<file path="src/rtl/vga_pkg.sv">
// -----------------------------------------------------------------------------
// vga_pkg
// Shared VGA / text-overlay definitions: character cell geometry, text box size,
// default overlay colours and packed bundles for the timing+pixel stream and
// the per-pixel cell information that travels alongside it.
// -----------------------------------------------------------------------------
package vga_pkg;

  localparam int CHAR_W   = 8;   // cell width in pixels
  localparam int CHAR_H   = 16;  // cell height in pixels (glyph lines)
  localparam int TXT_COLS = 16;  // text box width in cells
  localparam int TXT_ROWS = 16;  // text box height in cells

  localparam int BOX_W = CHAR_W * TXT_COLS;  // 128 px
  localparam int BOX_H = CHAR_H * TXT_ROWS;  // 256 px

  localparam logic [11:0] DEF_TEXT_COLOR   = 12'hFFF;
  localparam logic [11:0] DEF_HILITE_COLOR = 12'h00F;

  // Timing strobes, counters and background pixel: 38 bits.
  typedef struct packed {
    logic [10:0] vcount;
    logic [10:0] hcount;
    logic        vsync;
    logic        hsync;
    logic        vblnk;
    logic        hblnk;
    logic [11:0] rgb;
  } vga_t;

  // Per-pixel cell information needed at the compositing stage: 8 bits.
  typedef struct packed {
    logic       in_box;
    logic [3:0] row;
    logic [2:0] xoff;
  } cell_t;

endpackage

</file>
<file path="src/rtl/delay.sv">
// -----------------------------------------------------------------------------
// delay
// Generic fixed-latency delay line.
//   clk  : clock
//   rst  : synchronous, active-high reset (clears every stage)
//   din  : WIDTH-bit input
//   dout : din delayed by CLK_DEL clocks (CLK_DEL >= 1)
// -----------------------------------------------------------------------------
module delay #(
  parameter int WIDTH   = 8,
  parameter int CLK_DEL = 1
) (
  input  logic             clk,
  input  logic             rst,
  input  logic [WIDTH-1:0] din,
  output logic [WIDTH-1:0] dout
);

  logic [WIDTH-1:0] stage_q [CLK_DEL];
  logic [WIDTH-1:0] stage_d [CLK_DEL];

  always_comb begin
    stage_d[0] = din;
    for (int i = 1; i < CLK_DEL; i++) stage_d[i] = stage_q[i-1];
  end

  // NOTE: these are plain pipeline flops, not a RAM, so clearing every stage
  // on reset is cheap and guarantees a clean stream after reset release.
  always_ff @(posedge clk) begin
    for (int i = 0; i < CLK_DEL; i++) begin
      if (rst) stage_q[i] <= '0;
      else     stage_q[i] <= stage_d[i];
    end
  end

  assign dout = stage_q[CLK_DEL-1];

endmodule

</file>
<file path="src/rtl/draw_menu_char.sv">
// -----------------------------------------------------------------------------
// draw_menu_char
// Text-overlay stage of the menu renderer. Addresses the external text ROM
// (char_xy) and font ROM ({char_code, char_line}), then overlays the returned
// glyph line onto the RGB stream, optionally highlighting one text row.
//   clk, rst                      : pixel clock, synchronous active-high reset
//   vcount_in/hcount_in, *sync_in,
//   *blnk_in, rgb_in              : incoming timing and background pixel
//   sel_row, hilite_en            : cursor row / enable, latched at frame start
//   char_xy  -> / char_code <-    : text ROM address {row,col} / data (1 clk)
//   char_line -> / char_pixels <- : glyph line / font ROM data (1 clk)
//   *_out                         : timing and composited pixel, 4 clk later
// -----------------------------------------------------------------------------
module draw_menu_char
  import vga_pkg::*;
#(
  parameter logic [10:0] X_POS        = 11'd64,
  parameter logic [10:0] Y_POS        = 11'd48,
  parameter logic [11:0] TEXT_COLOR   = DEF_TEXT_COLOR,
  parameter logic [11:0] HILITE_COLOR = DEF_HILITE_COLOR
) (
  input  logic        clk,
  input  logic        rst,
  input  logic [10:0] vcount_in,
  input  logic [10:0] hcount_in,
  input  logic        vsync_in,
  input  logic        hsync_in,
  input  logic        vblnk_in,
  input  logic        hblnk_in,
  input  logic [11:0] rgb_in,
  input  logic [3:0]  sel_row,
  input  logic        hilite_en,
  output logic [7:0]  char_xy,
  input  logic [6:0]  char_code,
  output logic [3:0]  char_line,
  input  logic [7:0]  char_pixels,
  output logic [10:0] vcount_out,
  output logic [10:0] hcount_out,
  output logic        vsync_out,
  output logic        hsync_out,
  output logic        vblnk_out,
  output logic        hblnk_out,
  output logic [11:0] rgb_out
);

  localparam logic [10:0] X_LAST = X_POS + 11'(BOX_W - 1);
  localparam logic [10:0] Y_LAST = Y_POS + 11'(BOX_H - 1);

  // ---------------------------------------------------------------- stage 0
  logic       in_box;
  logic [6:0] dx;  // only the bits that address a cell inside the box
  logic [7:0] dy;
  vga_t       vga_in;
  cell_t      cell_in;

  // Low bits of a difference depend only on the low bits of the operands.
  assign dx = hcount_in[6:0] - X_POS[6:0];
  assign dy = vcount_in[7:0] - Y_POS[7:0];

  assign in_box = (hcount_in >= X_POS) && (hcount_in <= X_LAST) &&
                  (vcount_in >= Y_POS) && (vcount_in <= Y_LAST) &&
                  !hblnk_in && !vblnk_in;

  assign vga_in  = '{vcount: vcount_in, hcount: hcount_in, vsync: vsync_in,
                     hsync: hsync_in, vblnk: vblnk_in, hblnk: hblnk_in,
                     rgb: rgb_in};
  assign cell_in = '{in_box: in_box, row: dy[7:4], xoff: dx[2:0]};

  // ------------------------------------------------ ROM addressing registers
  logic [7:0] char_xy_q,   char_xy_d;
  logic [3:0] line_s1_q,   line_s1_d;
  logic       in_box_s1_q, in_box_s1_d;
  logic [3:0] char_line_q, char_line_d;
  logic [3:0] sel_q,       sel_d;
  logic       hl_en_q,     hl_en_d;

  // NOTE: every signal gets its hold value as the default first, so no path
  // through this block can leave one unassigned and infer a latch.
  always_comb begin
    char_xy_d   = char_xy_q;
    char_line_d = char_line_q;
    sel_d       = sel_q;
    hl_en_d     = hl_en_q;
    line_s1_d   = dy[3:0];
    in_box_s1_d = in_box;
    if (in_box)      char_xy_d   = {dy[7:4], dx[6:3]};
    // char_line follows stage 1 so it lines up with char_code from the ROM.
    if (in_box_s1_q) char_line_d = line_s1_q;
    // Cursor is sampled once per frame so a mid-frame change cannot tear.
    if (vcount_in == 11'd0 && hcount_in == 11'd0) begin
      sel_d   = sel_row;
      hl_en_d = hilite_en;
    end
  end

  // NOTE: non-blocking assignments for all state so every flop samples the
  // pre-edge value of every other flop, independent of statement order.
  always_ff @(posedge clk) begin
    if (rst) begin
      char_xy_q   <= '0;
      line_s1_q   <= '0;
      in_box_s1_q <= 1'b0;
      char_line_q <= '0;
      sel_q       <= '0;
      hl_en_q     <= 1'b0;
    end else begin
      char_xy_q   <= char_xy_d;
      line_s1_q   <= line_s1_d;
      in_box_s1_q <= in_box_s1_d;
      char_line_q <= char_line_d;
      sel_q       <= sel_d;
      hl_en_q     <= hl_en_d;
    end
  end

  assign char_xy   = char_xy_q;
  assign char_line = char_line_q;

  // ------------------------------------------- stages 1..3 (delay lines)
  vga_t  vga_s3;
  cell_t cell_s3;

  delay #(.WIDTH($bits(vga_t)), .CLK_DEL(3)) u_vga_delay (
    .clk  (clk),
    .rst  (rst),
    .din  (vga_in),
    .dout (vga_s3)
  );

  delay #(.WIDTH($bits(cell_t)), .CLK_DEL(3)) u_cell_delay (
    .clk  (clk),
    .rst  (rst),
    .din  (cell_in),
    .dout (cell_s3)
  );

  // ------------------------------------------------ stage 4 (compositing)
  vga_t vga_out_q, vga_out_d;
  logic pixel_on;

  // char_code is consumed by the external font ROM, not by this block.
  logic unused_code;
  assign unused_code = ^char_code;

  assign pixel_on = char_pixels[3'd7 - cell_s3.xoff];

  always_comb begin
    vga_out_d = vga_s3;
    if (cell_s3.in_box) begin
      if (pixel_on)                             vga_out_d.rgb = TEXT_COLOR;
      else if (hl_en_q && cell_s3.row == sel_q) vga_out_d.rgb = HILITE_COLOR;
    end
  end

  always_ff @(posedge clk) begin
    if (rst) vga_out_q <= '0;
    else     vga_out_q <= vga_out_d;
  end

  assign vcount_out = vga_out_q.vcount;
  assign hcount_out = vga_out_q.hcount;
  assign vsync_out  = vga_out_q.vsync;
  assign hsync_out  = vga_out_q.hsync;
  assign vblnk_out  = vga_out_q.vblnk;
  assign hblnk_out  = vga_out_q.hblnk;
  assign rgb_out    = vga_out_q.rgb;

endmodule

</file>
<file path="config.mk">
export PLATFORM = sky130hd
export DESIGN_NAME = draw_menu_char
export DESIGN_NICKNAME = d
export VERILOG_FILES = /design/src/rtl/vga_pkg.sv /design/src/rtl/delay.sv /design/src/rtl/draw_menu_char.sv
export SDC_FILE = /design/constraint.sdc
export NUM_CORES = 1
export LEC_CHECK = 0
export CORE_MARGIN = 5
export CORE_UTILIZATION = 50
export DETAILED_ROUTE_END_ITERATION = 8
export GPL_ROUTABILITY_DRIVEN = 0
export HOLD_SLACK_MARGIN = 0.08
export PLACE_DENSITY_LB_ADDON = 0.1
export SLEW_MARGIN = 20
export SYNTH_ARGS = -nofsm -noshare
export SYNTH_HDL_FRONTEND = slang
export SYNTH_SLANG_ARGS = --single-unit
</file>
<file path="constraint.sdc">
create_clock -name clk -period 4.4 [get_ports clk]
set_input_delay 0.44 -clock clk [delete_from_list [all_inputs] [get_ports clk]]
set_output_delay 0.44 -clock clk [all_outputs]
set_load 0.03 [all_outputs]
</file>
# Word-level counts from Yosys, hierarchy flattened
# Memories as Yosys holds them, arrays and structs flattened.
# Cells that the tools add are included.
# totals
register_bits,60
mem_bits_rw,138
in_bits,60
word_cells,55
n_memories,2
# memory_table
name,depth,word_bits,read_ports,rd_clocked_by_memory_dff,wr,line,source
u_vga_delay.stage_q,3,38,3,0,3,delay.sv:19,logic [WIDTH-1:0] stage_q [CLK_DEL];
u_cell_delay.stage_q,3,8,3,0,3,delay.sv:19,
# classes
add_sub_neg,3
order_cmp,5
eq_ne,1
n_mux,14
n_bitwise,6
reduce_logical,11
# ops
op,n
$mux W38,3
$mux W12,3
$mux W8,3
$logic_not A11 Y1,2
$ge A11 B6 Y1 const B,1
$ge A11 B7 Y1 const B,1
$le A11 B8 Y1 const B,1
$le A11 B9 Y1 const B,1
$sub A8 B6 Y8 const B,1
$logic_and A1 B1 Y1,7
$sub A7 B7 Y7 const B,1
$or A1 B1 Y1,6
$eq A4 B4 Y1,1
$lt A3 B4 Y1 const B,1
$mux W1,4
$bmux W1 S3,1
$sub A3 B3 Y3 const A,1
$logic_not A1 Y1,2

# Longest topological paths before layout
# Gate-level depths: netlist of the first run.
# depth
ltp_word,7
ltp_mapped,7
depth_no_buf,6

# By module
# A second synthesis of the first run with hierarchy kept.
# hier_totals
cells_unflattened,503
area_unflattened_um2,5987.0
# modules_own_cells
module,n_inst,cells_per_inst,area_each_um2
delay at u_vga_delay,1,240,3072.9
draw_menu_char,1,213,2220.9
delay at u_cell_delay,1,50,693.2

# Worst setup path before layout of the first run
# OpenSTA, ideal clock, no wires.
# synth_timing
path_type,input-to-reg
from,input port vcount_in[6]
to,"register char_xy_q[0], in the netlist char_xy[0]"
setup_time_ps,121
arrival_time_ps,1660
required_ps,4279
setup_slack_ps,2619
cell_stages,5
n_path_buf,1
cell_sequence,or3_1 -> a221o_1 -> and4_1 -> buf_6 -> mux2_4
# synth_via
elab_chain_cells,5
word_cells_on_any_way,6
# synth_lines
element,line,source
from (decl),draw_menu_char.sv:24,"input logic [10:0] vcount_in,"
$ge A11 B6 Y1,draw_menu_char.sv:61,(vcount_in >= Y_POS) && (vcount_in <= Y_LAST) &&
$logic_and A1 B1 Y1,draw_menu_char.sv:60,assign in_box = (hcount_in >= X_POS) && (hcount_in <= X_LAST) &&
$logic_and A1 B1 Y1 * (2 in series),draw_menu_char.sv:61,
$logic_and A1 B1 Y1 *,draw_menu_char.sv:62,!hblnk_in && !vblnk_in;
to (signal assigned),draw_menu_char.sv:107,char_xy_q <= char_xy_d;
to (decl),draw_menu_char.sv:70,"logic [7:0] char_xy_q, char_xy_d;"
# Every way passes the cells marked *; elsewhere a longest branch is shown, timed or not.
# A chain may end at the register's enable or synchronous reset.

# Worst setup path after layout of the first run
# layout_timing
from,input port vcount_in[0]
to,"register char_xy_q[4], in the netlist char_xy[4]"
# layout_via
elab_chain_cells,5
word_cells_on_any_way,7
# layout_lines
element,line
$ge A11 B6 Y1,draw_menu_char.sv:61
$logic_and A1 B1 Y1,draw_menu_char.sv:60
$logic_and A1 B1 Y1 (2 in series),draw_menu_char.sv:61
$logic_and A1 B1 Y1,draw_menu_char.sv:62
# Several ways; a longest one is shown, not always the timed one.

==> results.sh, run 1 <==
export IMPL_outcome="completed"
export IMPL_p_leak_nw=2.71
export IMPL_syn_cell_area_mm2=0.00549
export IMPL_critPathLaunchType="input port"
export IMPL_synth_nets=531
export IMPL_slew_violations=0
export IMPL_setup_viol=0
export IMPL_cts_root_buf="clkbuf_8"
export IMPL_finalClockSkew_ns=0.00830
export IMPL_utilization_pct=66.3
export IMPL_n_antenna_cell=0
export IMPL_hold_violations=0
export IMPL_cts_made_buffers=17
export IMPL_path_cells="clkdlybuf4s50_1 -> nor4_1 -> a221o_1 -> and4_1 -> mux2_4"
export IMPL_grt_pass1_vias=3256
export IMPL_synth_seq_cells=184
export IMPL_grt_max_degree=124
export IMPL_ys_seq_area_share_pct=67.1
export IMPL_grt_pass1_wl_um=15300
export IMPL_tns_ns=0
export IMPL_postRouteAntennaNets=0
export IMPL_async_flop_share_pct=0
export IMPL_worstPathRequired_ns=4.80
export IMPL_min_period_ns=2.35
export IMPL_ir_drop_mv=0.245
export IMPL_rows=38
export IMPL_grt_ovfl_total=0
export IMPL_dp_cells=688
export IMPL_initial_core_util_pct=50.9
export IMPL_wirelength_um=9210
export IMPL_drive_above_1_share_pct=7.43
export IMPL_syn_inst=468
export IMPL_synth_edf_count=0
export IMPL_clock_path_buffers=2
export IMPL_coreArea_mm2=0.0108
export IMPL_slowest_stage="nor4_1"
export IMPL_critPathArrivalTime_ns=2.76
export IMPL_drv_cap=0
export IMPL_port_buffers=102
export IMPL_htreeDepth=4
export IMPL_ff2ff_setup_slack_ns=2.51
export IMPL_drt_initial_drc_count=141
export IMPL_insertion_delay_ns=0.51
export IMPL_fp_dieH_um=115
export IMPL_cts_resized_gates=0
export IMPL_path_class="input port to flop"
export IMPL_vias_per_cell=4.51
export IMPL_relSlewSlack_pct=35.3
export IMPL_worst_pin_slew_ns=0.966
export IMPL_path_max_fanout=9
export IMPL_total_power_mw=3.27
export IMPL_synthToLayoutAreaGrowth_pct=30.3
export IMPL_end_kind="flop"
export IMPL_wl_per_cell_um=12.8
export IMPL_post_cts_buffers=0
export IMPL_final_cell_count_no_fill=719
export IMPL_slowest_delay_ns=0.68
export IMPL_grt_use_total_pct=14.9
export IMPL_io_pins=110
export IMPL_cts_tree="done"
export IMPL_final_period_utilization_pct=53.5
export IMPL_vias=3245
export IMPL_dieWidth_um=115
export IMPL_path_clk_slew_ns=0.06
export IMPL_dieArea_mm2=0.0132
export IMPL_firstDrtPassIters=4
export IMPL_clock_sinks=184
export IMPL_synth_distinct_cells=38
export IMPL_syn_avg_cell_area_um2=11.7
export IMPL_drc=0
export IMPL_fin_nets=630
export IMPL_hpwl_um=6230
export IMPL_grt_setup_unrepaired="false"
export IMPL_power_density_mw_per_mm2=458
export IMPL_antenna_found_initial=0
export IMPL_ctsHoldBuffers=0
export IMPL_synthFlopType="dfxtp_1"
export IMPL_hold_class="flop to flop"
export IMPL_yosysWarnings=0
export IMPL_max_freq_mhz=425
logic make-up after synthesis:
group / after synthesis / synth area share (%)
xor+xnor: 7 / 1.12
flops: 184 / 67.1
mux: 15 / 3.65
buf+inv: 29 / 2.14
compound gates: 37 / 3.83
simple gates: 193 / 21.5
fa+ha+maj: 3 / 0.684
where the power goes:
part | total, mW | switching (mW) | internal (mW)
logic | 0.159 | 0.0717 | 0.0870
clock network | 1.39 | 0.591 | 0.794
registers | 1.73 | 0.0114 | 1.72
synthesized netlist by cell type, types with 2 or more instances:
library cell | number | area share [%]
a21oi_1 | 14 | 1.3
nand3_1 | 9 | 0.82
mux2i_1 | 5 | 0.91
clkbuf_1 | 20 | 1.4
a31oi_1 | 4 | 0.46
inv_1 | 6 | 0.41
xnor2_1 | 6 | 0.96
ha_1 | 3 | 0.68
nor4_1 | 4 | 0.46
mux2_4 | 7 | 1.9
o21ai_0 | 13 | 1.2
dfxtp_1 | 184 | 67
nor2_1 | 10 | 0.68
mux2_2 | 2 | 0.41
nor2b_1 | 158 | 18
metrics by stage:
step	cell area (µm²)	setup slack, ns	hold slack, ns
after floorplan	5490	2.62	0.414
final	7150	2.05	0.431
after global placement	6600	1.60	0.416
after CTS	7150	2.10	0.435
after detailed placement	6600	1.60	0.420
after global routing	7150	2.00	0.448
registers in the layout, indices dropped and copies added, names as in the netlist, 3 cells and up:
name	flops
rgb_out	12
sel_q	4
vcount_out	11
u_cell_delay.stage_q	20
line_s1_q	3
char_line	4
u_vga_delay.stage_q	105
hcount_out	11
char_xy	8
area by class of cell:
type | instances | area, µm²
Sequential cell | 184 | 3680
Fill cell | 823 | 3640
Multi-Input combinational cell | 255 | 1690
Timing Repair Buffer | 103 | 1030
Clock buffer | 21 | 459
Tap cell | 140 | 175
Clock inverter | 10 | 96.3
Inverter | 6 | 22.5
layer usage:
| metal | up-vias | track usage (%) | share of wire, % |
|---|---|---|---|
| met4 | 0 | 6.10 | 1.5 |
| li1 | 1691 | - | - |
| met3 | 12 | 5.21 | 5.3 |
| met1 | 1467 | 19.0 | 46 |
| met5 | - | 0 | 0 |
| met2 | 75 | 23.3 | 47 |
critical path: cells and delay by family:
| kind | cells | cell delay, ns |
|---|---|---|
| mux | 1 | 0.35 |
| compound gates | 1 | 0.29 |
| buf+inv | 1 | 0.44 |
| simple gates | 2 | 1.23 |
worst paths after layout:
kind / start / to / cells after the start
worst max-delay path: vcount_in[0] / char_xy[4] / 5
worst min-delay path: u_vga_delay.stage_q[0][9] / u_vga_delay.stage_q[1][9] / 1
worst max register to register: u_vga_delay.stage_q[2][18] / rgb_out[3] / 4
worst min register to register: u_vga_delay.stage_q[0][9] / u_vga_delay.stage_q[1][9] / 1
cell usage in the layout, fill, tap and decap left out, types with 5 or more instances in the layout:
cell	n
mux2i_1	5
dfxtp_1	184
a21oi_1	14
clkdlybuf4s50_1	101
mux2_4	7
inv_1	6
clkbuf_16	16
o21ai_0	13
nor2b_1	158
xnor2_1	6
nand3_1	9
nor2_1	10
Power figures use the tool's default switching activity.
==> inputs of run 2 (changes only) <==
- clock period: 4.4 -> 2.2 ns (I/O delays scaled with it)
==> run 2 against run 1 <==
Highest routed layer unchanged; combinational power increased by 110%; power increased by 110%; critical endpoint is now char_xy[5]; final area up 2.2%; sequential share of layout area shrank 1.1 points; count of clock-buffer cells in the layout did not move; sequential cell count did not move; via count up 2.4%; largest cell class unchanged; setup slack got worse by 1.7 ns; clock skew shrank 0.0036 ns.
==> results.sh, run 2 (synthesized netlist as in run 1, its figures left out) <==
export IMPL_path_class="input port to flop"
export IMPL_grt_use_total_pct=14.8
export IMPL_worstPathRequired_ns=2.60
export IMPL_p_leak_nw=2.80
export IMPL_grt_setup_unrepaired="false"
export IMPL_final_area_mm2=0.00731
export IMPL_drc=0
export IMPL_max_freq_mhz=544
export IMPL_grt_ovfl_total=0
export IMPL_postRouteAntennaNets=0
export IMPL_setup_viol=0
export IMPL_post_cts_buffers=0
export IMPL_ir_drop_mv=0.546
export IMPL_slew_violations=0
export IMPL_ctsHoldBuffers=0
export IMPL_critPathArrivalTime_ns=2.24
export IMPL_relSlewSlack_pct=66.7
export IMPL_path_clk_slew_ns=0.07
export IMPL_vias=3324
export IMPL_worst_slack_ns=0.361
export IMPL_hold_class="input port to flop"
export IMPL_dp_cells=701
export IMPL_hold_violations=0
export IMPL_io_pins=110
export IMPL_insertion_delay_ns=0.51
export IMPL_drv_cap=0
export IMPL_final_common_cell="dfxtp_1"
export IMPL_rows=38
export IMPL_drt_initial_drc_count=202
export IMPL_vias_per_cell=4.54
export IMPL_tns_ns=0
export IMPL_ff2ff_setup_slack_ns=0.54
export IMPL_rr_startpoint="u_vga_delay.stage_q[2][18]"
export IMPL_top_register="u_vga_delay.stage_q"
export IMPL_dpl_cell_area_mm2=0.00672
export IMPL_outcome="completed"
export IMPL_initial_core_util_pct=50.9
export IMPL_worstReg2RegEnd="rgb_out[3]"
export IMPL_wirelength_um=9310
export IMPL_dieArea_mm2=0.0132
export IMPL_final_cell_count_no_fill=732
export IMPL_whs_path_depth=2
export IMPL_hold_path_startpoint="rst"
export IMPL_utilization_pct=67.8
export IMPL_synthToLayoutAreaGrowth_pct=33.2
export IMPL_grt_pass1_vias=3234
export IMPL_power_density_mw_per_mm2=925
export IMPL_hpwl_um=6460
export IMPL_clock_path_buffers=2
export IMPL_path_max_fanout=8
export IMPL_holdWs_ns=0.101
export IMPL_worst_pin_slew_ns=0.494
export IMPL_antenna_found_initial=0
export IMPL_port_buffers=102
export IMPL_largest_reg_flops=105
export IMPL_finalClockSkew_ns=0.00465
export IMPL_dp_slack_ns=-0.0935
export IMPL_firstDrtPassIters=4
export IMPL_fin_nets=643
export IMPL_cts_resized_gates=0
export IMPL_drive_above_1_share_pct=9.29
export IMPL_wl_per_cell_um=12.7
export IMPL_cts_made_buffers=17
export IMPL_grt_max_degree=84
export IMPL_dieWidth_um=115
export IMPL_final_period_utilization_pct=83.6
export IMPL_layout_common_cells="184 x dfxtp_1, 158 x nor2b_1, 101 x clkdlybuf4s50_1"
export IMPL_total_power_mw=6.77
export IMPL_min_period_ns=1.84
export IMPL_fp_dieH_um=115
export IMPL_end_kind="flop"
export IMPL_worstHoldEndpoint="u_vga_delay.stage_q[0][31]"
export IMPL_coreArea_mm2=0.0108
export IMPL_clock_sinks=184
export IMPL_cts_root_buf="clkbuf_8"
export IMPL_reg2reg_depth=5
export IMPL_n_antenna_cell=0
export IMPL_cts_tree="done"
export IMPL_htreeDepth=4
export IMPL_grt_pass1_wl_um=15200
export IMPL_critPathLaunchType="input port"
==> run 2: changes by cell type in the layout (fill, tap and decap cells not counted) <==
cell,previous run,this run
buf_12,0,2
buf_4,1,12
bufinv_16,1,3
clkbuf_1,1,2
clkbuf_8,4,3
clkinvlp_4,4,1
inv_6,1,2
==> run 2: cell type report <==
| cell class | count | area, µm² |
|---|---|---|
| Tap cell | 140 | 175 |
| Inverter | 6 | 22.5 |
| Timing Repair Buffer | 116 | 1150 |
| Multi-Input combinational cell | 255 | 1690 |
| Fill cell | 820 | 3480 |
| Clock buffer | 21 | 449 |
| Sequential cell | 184 | 3680 |
| Clock inverter | 10 | 143 |
==> run 2: worst max path at each step <==
stage | from | slack, ns | endpoint | depth (start not counted)
2_1_floorplan | vcount_in[6] | 0.64 | char_xy[0] | 5
3_3_place_gp | vcount_in[0] | -0.07 | char_xy[0] | 7
3_5_place_dp | vcount_in[0] | -0.09 | char_xy[7] | 7
4_1_cts | char_xy[3] | 0.39 | char_xy[3] | 1
5_1_grt | vcount_in[0] | 0.35 | char_xy[0] | 7
6_report | vcount_in[0] | 0.36 | char_xy[5] | 7
==> run 2: report_power, final <==
| part | switching (mW) | internal [mW] |
|---|---|---|
| combinational | 0.146 | 0.186 |
| sequential | 0.0227 | 3.44 |
| clock | 1.18 | 1.79 |
| total | 1.35 | 5.42 |
==> run 2: critical path, stage by stage <==
cell and delay (ns):
clkdlybuf4s50_1 0.44, nor4_1 0.49, buf_4 0.22, a221o_1 0.16, and4_1 0.26, buf_12 0.15
mux2_4 0.30
==> run 2: metal layers <==
layer  part of all wire (%)  track usage [%]
met1                     46             18.8
met2                     46             22.9
met3                    5.8             4.68
met4                    2.2             7.12
met5                      0                0
